File: src/rtl/mux_share_arbiter.sv
// Shares one priority_mux_6to1 between six requesters and hands each beat downstream on valid/ready.
// Round-robin by default; define ARB_FIXED_PRIORITY_EN for fixed priority (highest index wins).
module mux_share_arbiter #(
    parameter int unsigned WIDTH = 8
) (
    input  logic             clk,
    input  logic             rst_n,
    input  logic [5:0]       req,
    output logic [4:0]       mux_sel,
    input  logic [WIDTH-1:0] mux_out,
    output logic [5:0]       gnt,
    output logic [5:0]       ack,
    output logic [WIDTH-1:0] out_data,
    output logic             out_valid,
    input  logic             out_ready
);

    localparam int unsigned N_REQ = 6;
    localparam int unsigned IDX_W = 3;

    typedef enum logic {
        IDLE = 1'b0,
        SEND = 1'b1
    } state_e;

    state_e           state_q, state_d;
    logic [WIDTH-1:0] data_q, data_d;
    logic [5:0]       gnt_q, gnt_d;

    logic             hs;
    logic             arb_en;
    logic [5:0]       cand;
    logic             found;
    logic [IDX_W-1:0] win;

    // The owner's own request is masked on its handshake so a lone holder alternates beats.
    assign hs     = (state_q == SEND) & out_ready;
    assign arb_en = rst_n & ((state_q == IDLE) | hs);
    assign cand   = req & ~(hs ? gnt_q : 6'b0);

`ifdef ARB_FIXED_PRIORITY_EN
    always_comb begin
        found = 1'b0;
        win   = '0;
        for (int unsigned i = 0; i < N_REQ; i++) begin
            if (cand[i]) begin
                found = 1'b1;
                win   = IDX_W'(i);
            end
        end
    end
`else
    logic [IDX_W-1:0] ptr_q, ptr_d;

    function automatic logic [IDX_W-1:0] wrap_add(input logic [IDX_W-1:0] base, input int unsigned off);
        logic [IDX_W:0] sum;
        sum = (IDX_W+1)'(base) + (IDX_W+1)'(off);
        if (sum >= (IDX_W+1)'(N_REQ)) begin
            sum = sum - (IDX_W+1)'(N_REQ);
        end
        return sum[IDX_W-1:0];
    endfunction

    // First requesting index found walking up from ptr, wrapping mod 6.
    always_comb begin
        logic [IDX_W-1:0] idx;
        found = 1'b0;
        win   = '0;
        idx   = '0;
        for (int unsigned i = 0; i < N_REQ; i++) begin
            idx = wrap_add(ptr_q, i);
            if (!found && cand[idx]) begin
                found = 1'b1;
                win   = idx;
            end
        end
    end

    always_comb begin
        ptr_d = ptr_q;
        if (arb_en && found) begin
            ptr_d = wrap_add(win, 1);
        end
    end

    always_ff @(posedge clk or negedge rst_n) begin
        if (!rst_n) begin
            ptr_q <= '0;
        end else begin
            ptr_q <= ptr_d;
        end
    end
`endif

    // Winner 0 is the mux default input; winner k selects via one-hot bit k-1.
    always_comb begin
        mux_sel = 5'b0;
        if (arb_en && found && (win != '0)) begin
            mux_sel = 5'(1) << (win - IDX_W'(1));
        end
    end

    always_comb begin
        state_d = state_q;
        data_d  = data_q;
        gnt_d   = gnt_q;
        if (arb_en && found) begin
            state_d = SEND;
            data_d  = mux_out;
            gnt_d   = 6'(1) << win;
        end else if (hs) begin
            state_d = IDLE;
            gnt_d   = 6'b0;
        end
    end

    always_ff @(posedge clk or negedge rst_n) begin
        if (!rst_n) begin
            state_q <= IDLE;
            data_q  <= '0;
            gnt_q   <= 6'b0;
        end else begin
            state_q <= state_d;
            data_q  <= data_d;
            gnt_q   <= gnt_d;
        end
    end

    assign out_valid = (state_q == SEND);
    assign out_data  = data_q;
    assign gnt       = gnt_q;
    assign ack       = gnt_q & {6{hs}};

    a_gnt_onehot0 : assert property (@(posedge clk) disable iff (!rst_n) $onehot0(gnt_q));
    a_valid_gnt   : assert property (@(posedge clk) disable iff (!rst_n) out_valid == (gnt_q != 6'b0));

endmodule

File: config.mk
export PLATFORM = sky130hd
export DESIGN_NAME = mux_share_arbiter
export DESIGN_NICKNAME = d
export VERILOG_FILES = /design/src/rtl/mux_share_arbiter.sv
export SDC_FILE = /design/constraint.sdc
export NUM_CORES = 1
export LEC_CHECK = 0
export CORE_AREA = 2 2 72 102
export CTS_CLUSTER_SIZE = 25
export DETAILED_ROUTE_END_ITERATION = 8
export DIE_AREA = 0 0 74 104
export GPL_ROUTABILITY_DRIVEN = 0
export HOLD_SLACK_MARGIN = 0.08
export PLACE_DENSITY = 0.59
export SLEW_MARGIN = 40
export SYNTH_ARGS = -nofsm -noshare
export SYNTH_HDL_FRONTEND = slang
export SYNTH_SLANG_ARGS = --single-unit
File: constraint.sdc
create_clock -name clk -period 4.8 [get_ports clk]
set_input_delay 0.48 -clock clk [delete_from_list [all_inputs] [get_ports clk]]
set_output_delay 0.48 -clock clk [all_outputs]
set_load 0.01 [all_outputs]
=== Word level (Yosys, flattened, before mapping) ===
Index checks and enable logic that the tools add are counted.

* Register bits after elaboration: 18
* Input bits: 17
* Output and inout bits: 26
* Logic and storage cells: 91

* $add $sub $neg: 14
* Order comparisons: 13
* Shift-type cells: 2
* Multiplexer cells: 37
* Bitwise gates (word level): 7
* Reductions and logical operators: 14

{| class="wikitable"
|+ Operators by type and width
! operator !! count
|-
| $mux 3 || 13
|-
| $ge 4x3->1 const B || 6
|-
| $lt 3x4->1 const B || 6
|-
| $sub 3x3->3 const B || 7
|-
| $bmux 1 s3 || 6
|-
| $mux 6 || 3
|-
| $mux 1 || 14
|-
| $and 6x6->6 || 2
|-
| $add 3x1->4 const B || 2
|-
| $add 3x2->4 const B || 2
|-
| $add 3x3->4 const B || 2
|-
| $logic_and 1x1->1 || 7
|-
| $not 6->6 || 1
|-
| $shl 1x3->6 const A || 1
|-
| $logic_not 1->1 || 5
|-
| $mux 5 || 1
|-
| $shl 1x3->5 const A || 1
|-
| $ge 3x3->1 const B || 1
|-
| $reduce_bool 3->1 || 1
|-
| $sub 3x1->3 const B || 1
|-
| $and 1x1->1 || 2
|-
| $reduce_bool 2->1 || 1
|-
| $not 1->1 || 1
|-
| $or 1x1->1 || 1
|}

=== Depth between registers and ports, before layout ===
Gate-level depths: netlist (run 1).

* Word-level depth: 25
* Mapped depth: 17
* Depth with buffers taken out: 15

=== Worst setup path after synthesis (run 1) ===
No wires, ideal clock.

* Path type: flip-flop to output port
* Start: register ptr_q[1]
* End: output mux_sel[0]
* Arrival: 3,743 ps
* Required time: 4,320 ps
* Path slack: 577 ps
* Cell stages (with the launch flop): 16
* Buffers on the path: 2
* Cell sequence: dfrtp_1 > clkbuf_1 > inv_1 > ha_1 > clkbuf_1 > nor2_1 > o311a_1 > a311o_2 > nor4b_4 > and2_1 > o21ai_0 > and4_1 > ha_1 > nor2_1 > nand3_1 > mux2i_1

* Word-level cells in the longest chain between the ends: 23
* Elaborated cells on any way between the ends: 63
* Classes of those cells: add/sub (12); order compare (6); shift (1); mux (31); reduce/logical (13)

{| class="wikitable"
|+ Ends and longest elaborated chain
! what !! line !! RTL
|-
| start, declared || 53 || <nowiki>logic [IDX_W-1:0] ptr_q, ptr_d;</nowiki>
|-
| start signal, assigned || 90 || <nowiki>ptr_q <= ptr_d;</nowiki>
|-
| parallel branches: the longest is 22 deep, another holds $add 3x1->4 || - ||
|-
| $mux 5 (*) || 98 || <nowiki>if (arb_en && found && (win != '0)) begin</nowiki>
|-
| end, declared || 9 || <nowiki>output logic [4:0] mux_sel,</nowiki>
|}

Mark *: on every way between the ends. The select of a mux whose other input is x is not followed.

=== Worst setup path after layout (run 1) ===
* Start: register ptr_q[1]
* End: output mux_sel[3]

Same word-level chain as after synthesis.

==> results of run 1 <==
kinds of logic (layout without fill, tap and decap cells):
group | count (synthesis) | after routing
AND/OR/NAND/NOR | 91 | 91
XOR/XNOR | 4 | 4
adder cells (fa/ha/maj) | 15 | 15
multiplexers | 15 | 15
buffers and inverters | 27 | 86
AO/OA/AOI/OAI | 61 | 61
flip-flops | 18 | 18
through the flow:
step / utilization, % / setup WS, ns
CTS: 39.5 / 0.00981
floorplan: - / 0.577
finish: 40.5 / 0.227
global placement: 38.7 / 0.113
global route: 40.5 / 0.00717
detailed placement: 38.7 / 0.0525
layout make-up:
class / instances / area, sq um / area share, %
multi-input combinational: 186 / 1460 / 52.9
timing repair buffer: 66 / 609 / 22.1
sequential: 18 / 452 / 16.4
tap: 95 / 119 / 4.32
inverter: 16 / 62.6 / 2.27
clock buffer: 4 / 55.1 / 2.00
cells in the mapped netlist, drive strengths merged, types with 2 or more instances:
cell,count
nor2b,6
xnor2,3
dfrtp,18
a221oi,2
a211oi,2
a32oi,2
buf,8
o211ai,3
a21o,3
inv,16
ha,15
mux2i,4
nor3,4
o31ai,3
mux2,11
a31oi,5
nand2b,3
nand4,5
or4,2
nor2,14
a311o,3
o2bb2ai,3
a21oi,7
o21ai,6
clkbuf,3
o22ai,5
nor3b,3
and2,4
a32o,3
o32ai,4
and3,5
nand3,13
nand2,26
metal layers:
metal  GRT usage (%)  vias to the layer above
met1            18.3                      973
met2            27.2                       39
met3            1.26                       15
met5               0                        -
li1                -                      987
met4            7.66                        0
state kept, by name, indices dropped and copies added, names as in the netlist:
| signal | count |
|---|---|
| gnt | 6 |
| out_valid | 1 |
| ptr_q | 3 |
| out_data | 8 |
final timing paths:
check / from / end / slack, ns / cells past startpoint
max: ptr_q[1] / mux_sel[3] / 0.23 / 14
min: out_data[3] / out_data[3] / 0.52 / 1
max reg2reg: ptr_q[1] / ptr_q[1] / 0.99 / 15
min reg2reg: out_data[3] / out_data[3] / 0.52 / 1
max in group asynchronous: rst_n / ptr_q[1] / 4.03 / 2
min in group asynchronous: rst_n / out_data[5] / 0.55 / 2
timing repair:
action	in CTS	in global routing
setup endpoints to repair	3	5
pin swaps	2	2
setup buffers	0	1
gates resized for setup	1	17
hold buffers	0	0
==> flow_summary.json, run 1 <==
{
  "outcome": "completed",
  "netlist.top_cell.by_area": "dfrtp_1",
  "hold_viol_final": 0,
  "worstSetupStartpointType": "flop",
  "clock_skew_ns": 0.00280,
  "routed-via-count": 2014,
  "synth_compound_area_share_pct": 24.0,
  "layout-drive-gt1-share_pct": 21.4,
  "crit_slowest_cell": "or4_4",
  "synthCells": 231,
  "drt_pass1_iterations": 4,
  "async_flop_share_pct": 100,
  "slew_headroom_pct": 52.0,
  "synth_top_flop_cell": "dfrtp_1",
  "grt_pass1_wl_um": 9660,
  "clock.fmax_mhz": 219,
  "wl_met1_um": 2380,
  "syn_nets": 263,
  "initial_utilization_pct": 29.2,
  "wl_met2_um": 3120,
  "gr-total-overflow": 0,
  "yosysWarnings": 0,
  "clkTransAtPathRegs_ns": 0.07,
  "timing.final.crit_share_pct": 95.3,
  "synth_edf_count": 0,
  "die_x_um": 74,
  "io_pins": 43,
  "critPathRequiredTime_ns": 4.32,
  "ys_ff_latch": 18,
  "dp.cells": 380,
  "wirelength_um": 5850,
  "place_hpwl_um": 4660,
  "antenna_found_initial": 0,
  "synthesis.area_sq_um": 1990,
  "synth_top_family_by_area": "simple AND/OR/NAND/NOR gates",
  "cts_tree": "done",
  "yosys-mux-area-fraction_pct": 9.76,
  "coreArea_sq_um": 6800,
  "rsz0062_at_grt": "false",
  "postLayoutCellArea_sq_um": 2750,
  "min_period_ns": 4.57,
  "met3_length_um": 112,
  "critical_path.top_delay_family": "simple AND/OR/NAND/NOR gates",
  "cts_buffers": 3,
  "nFillCells": 680,
  "max-cap-violations": 0,
  "ys_types": 63,
  "worst_pin_slew_ns": 0.718,
  "yosys.area_share.simple_pct": 25.5,
  "synth-adder-area-share_pct": 9.45,
  "synth-xor-area-share_pct": 2.14,
  "final-setup-viol-count": 0,
  "end_kind": "output port",
  "wl_per_cell_um": 15.2,
  "die-area_sq_um": 7700,
  "cts-root-buf": "clkbuf_8",
  "final_common_cell": "clkdlybuf4s50_1",
  "place_area_sq_um": 2630,
  "grt_start_max_net_pins": 21,
  "drc": 0,
  "yosysTopAreaCellShare_pct": 22.7,
  "via_per_inst": 5.23,
  "cts_sinks": 18,
  "antenna_left": 0,
  "report.final.slew_viol_count": 0,
  "hold_class": "reg2reg",
  "critPathBufInv": 3,
  "htreeDepth": 1,
  "critPathArrivalTime_ns": 4.09,
  "holdWs_ns": 0.521,
  "ys_seq_area_share_pct": 22.7,
  "fin_nets": 323,
  "most-common-layout-cells": "clkdlybuf4s50_1 (37), nand2_1 (26), buf_4 (24)",
  "finalSetupTns_ns": 0,
  "port_buffers": 42,
  "routed.top_layer": "met4",
  "clock_latency_ns": 0.26,
  "grt_pass1_vias": 2062,
  "fin_cells": 385,
  "critical_path_class": "reg2out",
  "critPathMaxStageDelay_ns": 0.56,
  "drt_iter0_drc": 106,
  "area_growth_pct": 38.5,
  "num_rows": 36,
  "crit_fanout": 11,
  "avgSynthCellArea_sq_um": 8.60,
  "die_h_um": 104,
  "num_antenna_cells": 0,
  "track_usage_pct": 15.5,
  "synth.area.top_cells": "dfrtp_1 (23%), ha_1 (9.4%), mux2_4 (6.0%)",
  "path_cells": "buf_4, ha_1, buf_4, or4_4, nand4_1, nand4_1, nor3b_4, nor3_1, a21oi_1, mux2_2, ha_1, nand2_1, nor3_2, clkdlybuf4s50_1",
  "clockBufferDepth": 2
}
Power of run 1 is not shown: default switching activity piles up to over one toggle a cycle in this logic, so the estimate is an artifact.
==> run 2, diff against run 1 <==
--- a/config.mk
+++ b/config.mk
@@ -12,7 +12,7 @@
 export GPL_ROUTABILITY_DRIVEN = 0
 export HOLD_SLACK_MARGIN = 0.08
 export PLACE_DENSITY = 0.59
-export SLEW_MARGIN = 40
+export SLEW_MARGIN = 20
 export SYNTH_ARGS = -nofsm -noshare
 export SYNTH_HDL_FRONTEND = slang
 export SYNTH_SLANG_ARGS = --single-unit
==> results of run 2 <==
The final DEF is identical to that of run 1; final timing and power are the same.
Power of run 2 is left out for the same reason.
==> run 3, diff against run 2 <==
--- a/config.mk
+++ b/config.mk
@@ -5,13 +5,14 @@
 export SDC_FILE = /design/constraint.sdc
 export NUM_CORES = 1
 export LEC_CHECK = 0
-export CORE_AREA = 2 2 72 102
+export CORE_AREA = 2 2 60 84
 export CTS_CLUSTER_SIZE = 25
 export DETAILED_ROUTE_END_ITERATION = 8
-export DIE_AREA = 0 0 74 104
+export DIE_AREA = 0 0 62 86
+export DONT_BUFFER_PORTS = 1
 export GPL_ROUTABILITY_DRIVEN = 0
 export HOLD_SLACK_MARGIN = 0.08
-export PLACE_DENSITY = 0.59
+export PLACE_DENSITY = 0.66
 export SLEW_MARGIN = 20
 export SYNTH_ARGS = -nofsm -noshare
 export SYNTH_HDL_FRONTEND = slang
==> constraint.sdc (replaced) <==
create_clock -name clk -period 5.91 [get_ports clk]
set_input_delay 0.591 -clock clk [delete_from_list [all_inputs] [get_ports clk]]
set_output_delay 0.591 -clock clk [all_outputs]
set_load 0.01 [all_outputs]
==> flow_summary.json, run 3 (synthesized netlist as in run 1, its figures left out) <==
{
  "outcome": "completed",
  "die_x_um": 62,
  "largest_reg_flops": 8,
  "r2r-end": "ptr_q[1]",
  "critPathRequiredTime_ns": 5.32,
  "drc": 0,
  "crit_fanout": 13,
  "cts_tree": "done",
  "initial_utilization_pct": 43.8,
  "hold_viol_final": 0,
  "clock_latency_ns": 0.25,
  "use_met2_pct": 32.6,
  "wirelength_um": 4880,
  "antenna_found_initial": 0,
  "gr-total-overflow": 0,
  "via_per_inst": 6.08,
  "clkTransAtPathRegs_ns": 0.07,
  "crit_slowest_cell": "dfrtp_1",
  "clock.fmax_mhz": 205,
  "wl_per_cell_um": 16.9,
  "routed-via-count": 1756,
  "fin_nets": 260,
  "hold_class": "in2reg",
  "rr_startpoint": "ptr_q[1]",
  "cts_buffers": 3,
  "grt_use_met3_pct": 1.81,
  "max-cap-violations": 0,
  "worst_pin_slew_ns": 0.845,
  "clockBufferDepth": 2,
  "report.final.slew_viol_count": 0,
  "clock_skew_ns": 0.00135,
  "area_growth_pct": 4.60,
  "io_pins": 43,
  "cts-resized-gates": 0,
  "place_hpwl_um": 3890,
  "most-common-layout-cells": "nand2_1 (26), dfrtp_1 (18), inv_1 (15), ha_1 (15)",
  "worstSetupStartpointType": "flop",
  "timing.final.crit_share_pct": 82.4,
  "finalSetupTns_ns": 0,
  "path_cells": "inv_1, ha_1, nand3_1, mux2_2, o311a_1, a311o_2, nor4b_4, and2_1, o21ai_0, and4_1, ha_1, nor3b_1, o211ai_1, o21ai_1",
  "critPathArrivalTime_ns": 4.28,
  "min_to": "out_valid",
  "num_rows": 29,
  "die-area_sq_um": 5330,
  "slew_headroom_pct": 43.7,
  "rsz0062_at_grt": "false",
  "htreeDepth": 1,
  "reg2reg_depth": 15,
  "drt_pass1_iterations": 4,
  "grt_pass1_wl_um": 7840,
  "grt.busiest_layer": "met2",
  "layout-drive-gt1-share_pct": 12.8,
  "critPathMaxStageDelay_ns": 0.58,
  "coreArea_sq_um": 4540,
  "critPathBufInv": 1,
  "port_buffers": 0,
  "critical_path_class": "reg2out",
  "crit_path_frequent_cell": "ha_1",
  "grt_util_met1_pct": 24.6,
  "cp.depth": 14,
  "hp-start": "out_ready",
  "critical_path.top_delay_family": "simple AND/OR/NAND/NOR gates",
  "die_h_um": 86,
  "drt_iter0_drc": 148,
  "hold_depth": 1,
  "antenna_left": 0,
  "num_antenna_cells": 0,
  "r2r_slack_ns": 1.84,
  "cts-root-buf": "clkbuf_8",
  "end_kind": "output port",
  "cts_sinks": 18,
  "min_period_ns": 4.87,
  "hold_buffers": 1,
  "final_common_cell": "nand2_1",
  "cts_setup_buffers": 0,
  "grt_pass1_vias": 1628,
  "final-setup-viol-count": 0,
  "grt_start_max_net_pins": 27,
  "track_usage_pct": 19.3,
  "holdWs_ns": 0.431
}
-- run 3: cell type report --
type / instances / area [sq um]
Fill cell: 448 / 2460
Multi-Input combinational cell: 186 / 1410
Sequential cell: 18 / 450
Tap cell: 62 / 77.6
Inverter: 16 / 62.6
Clock buffer: 4 / 55.1
Timing Repair Buffer: 3 / 25.0
-- run 3: per-stage QoR --
step	setup WS [ns]	util [%]	cell area (sq um)	instances
after detailed placement	1.35	44.4	2010	284
after floorplan	1.58	-	1990	231
after CTS	1.07	45.8	2080	289
after global placement	1.46	44.4	2010	284
final	1.04	45.8	2080	289
after global routing	0.659	45.8	2080	289
-- run 3: worst max path at each step --
stage          startpoint          to  slack [ns]
4_1_cts          ptr_q[1]  mux_sel[2]        1.07
2_1_floorplan    ptr_q[1]  mux_sel[0]        1.58
6_report         ptr_q[1]  mux_sel[1]        1.04
5_1_grt          ptr_q[1]  mux_sel[1]        0.66
3_5_place_dp     ptr_q[1]  mux_sel[2]        1.35
3_3_place_gp     ptr_q[1]  mux_sel[1]        1.46
-- run 3: metal layers --
metal  up-vias  routed length, um
met2        66               2540
met4         0                148
met1       817               1950
met5         -                  0
met3        12                244
li1        861                  -
Power of run 3 is left out for the same reason.
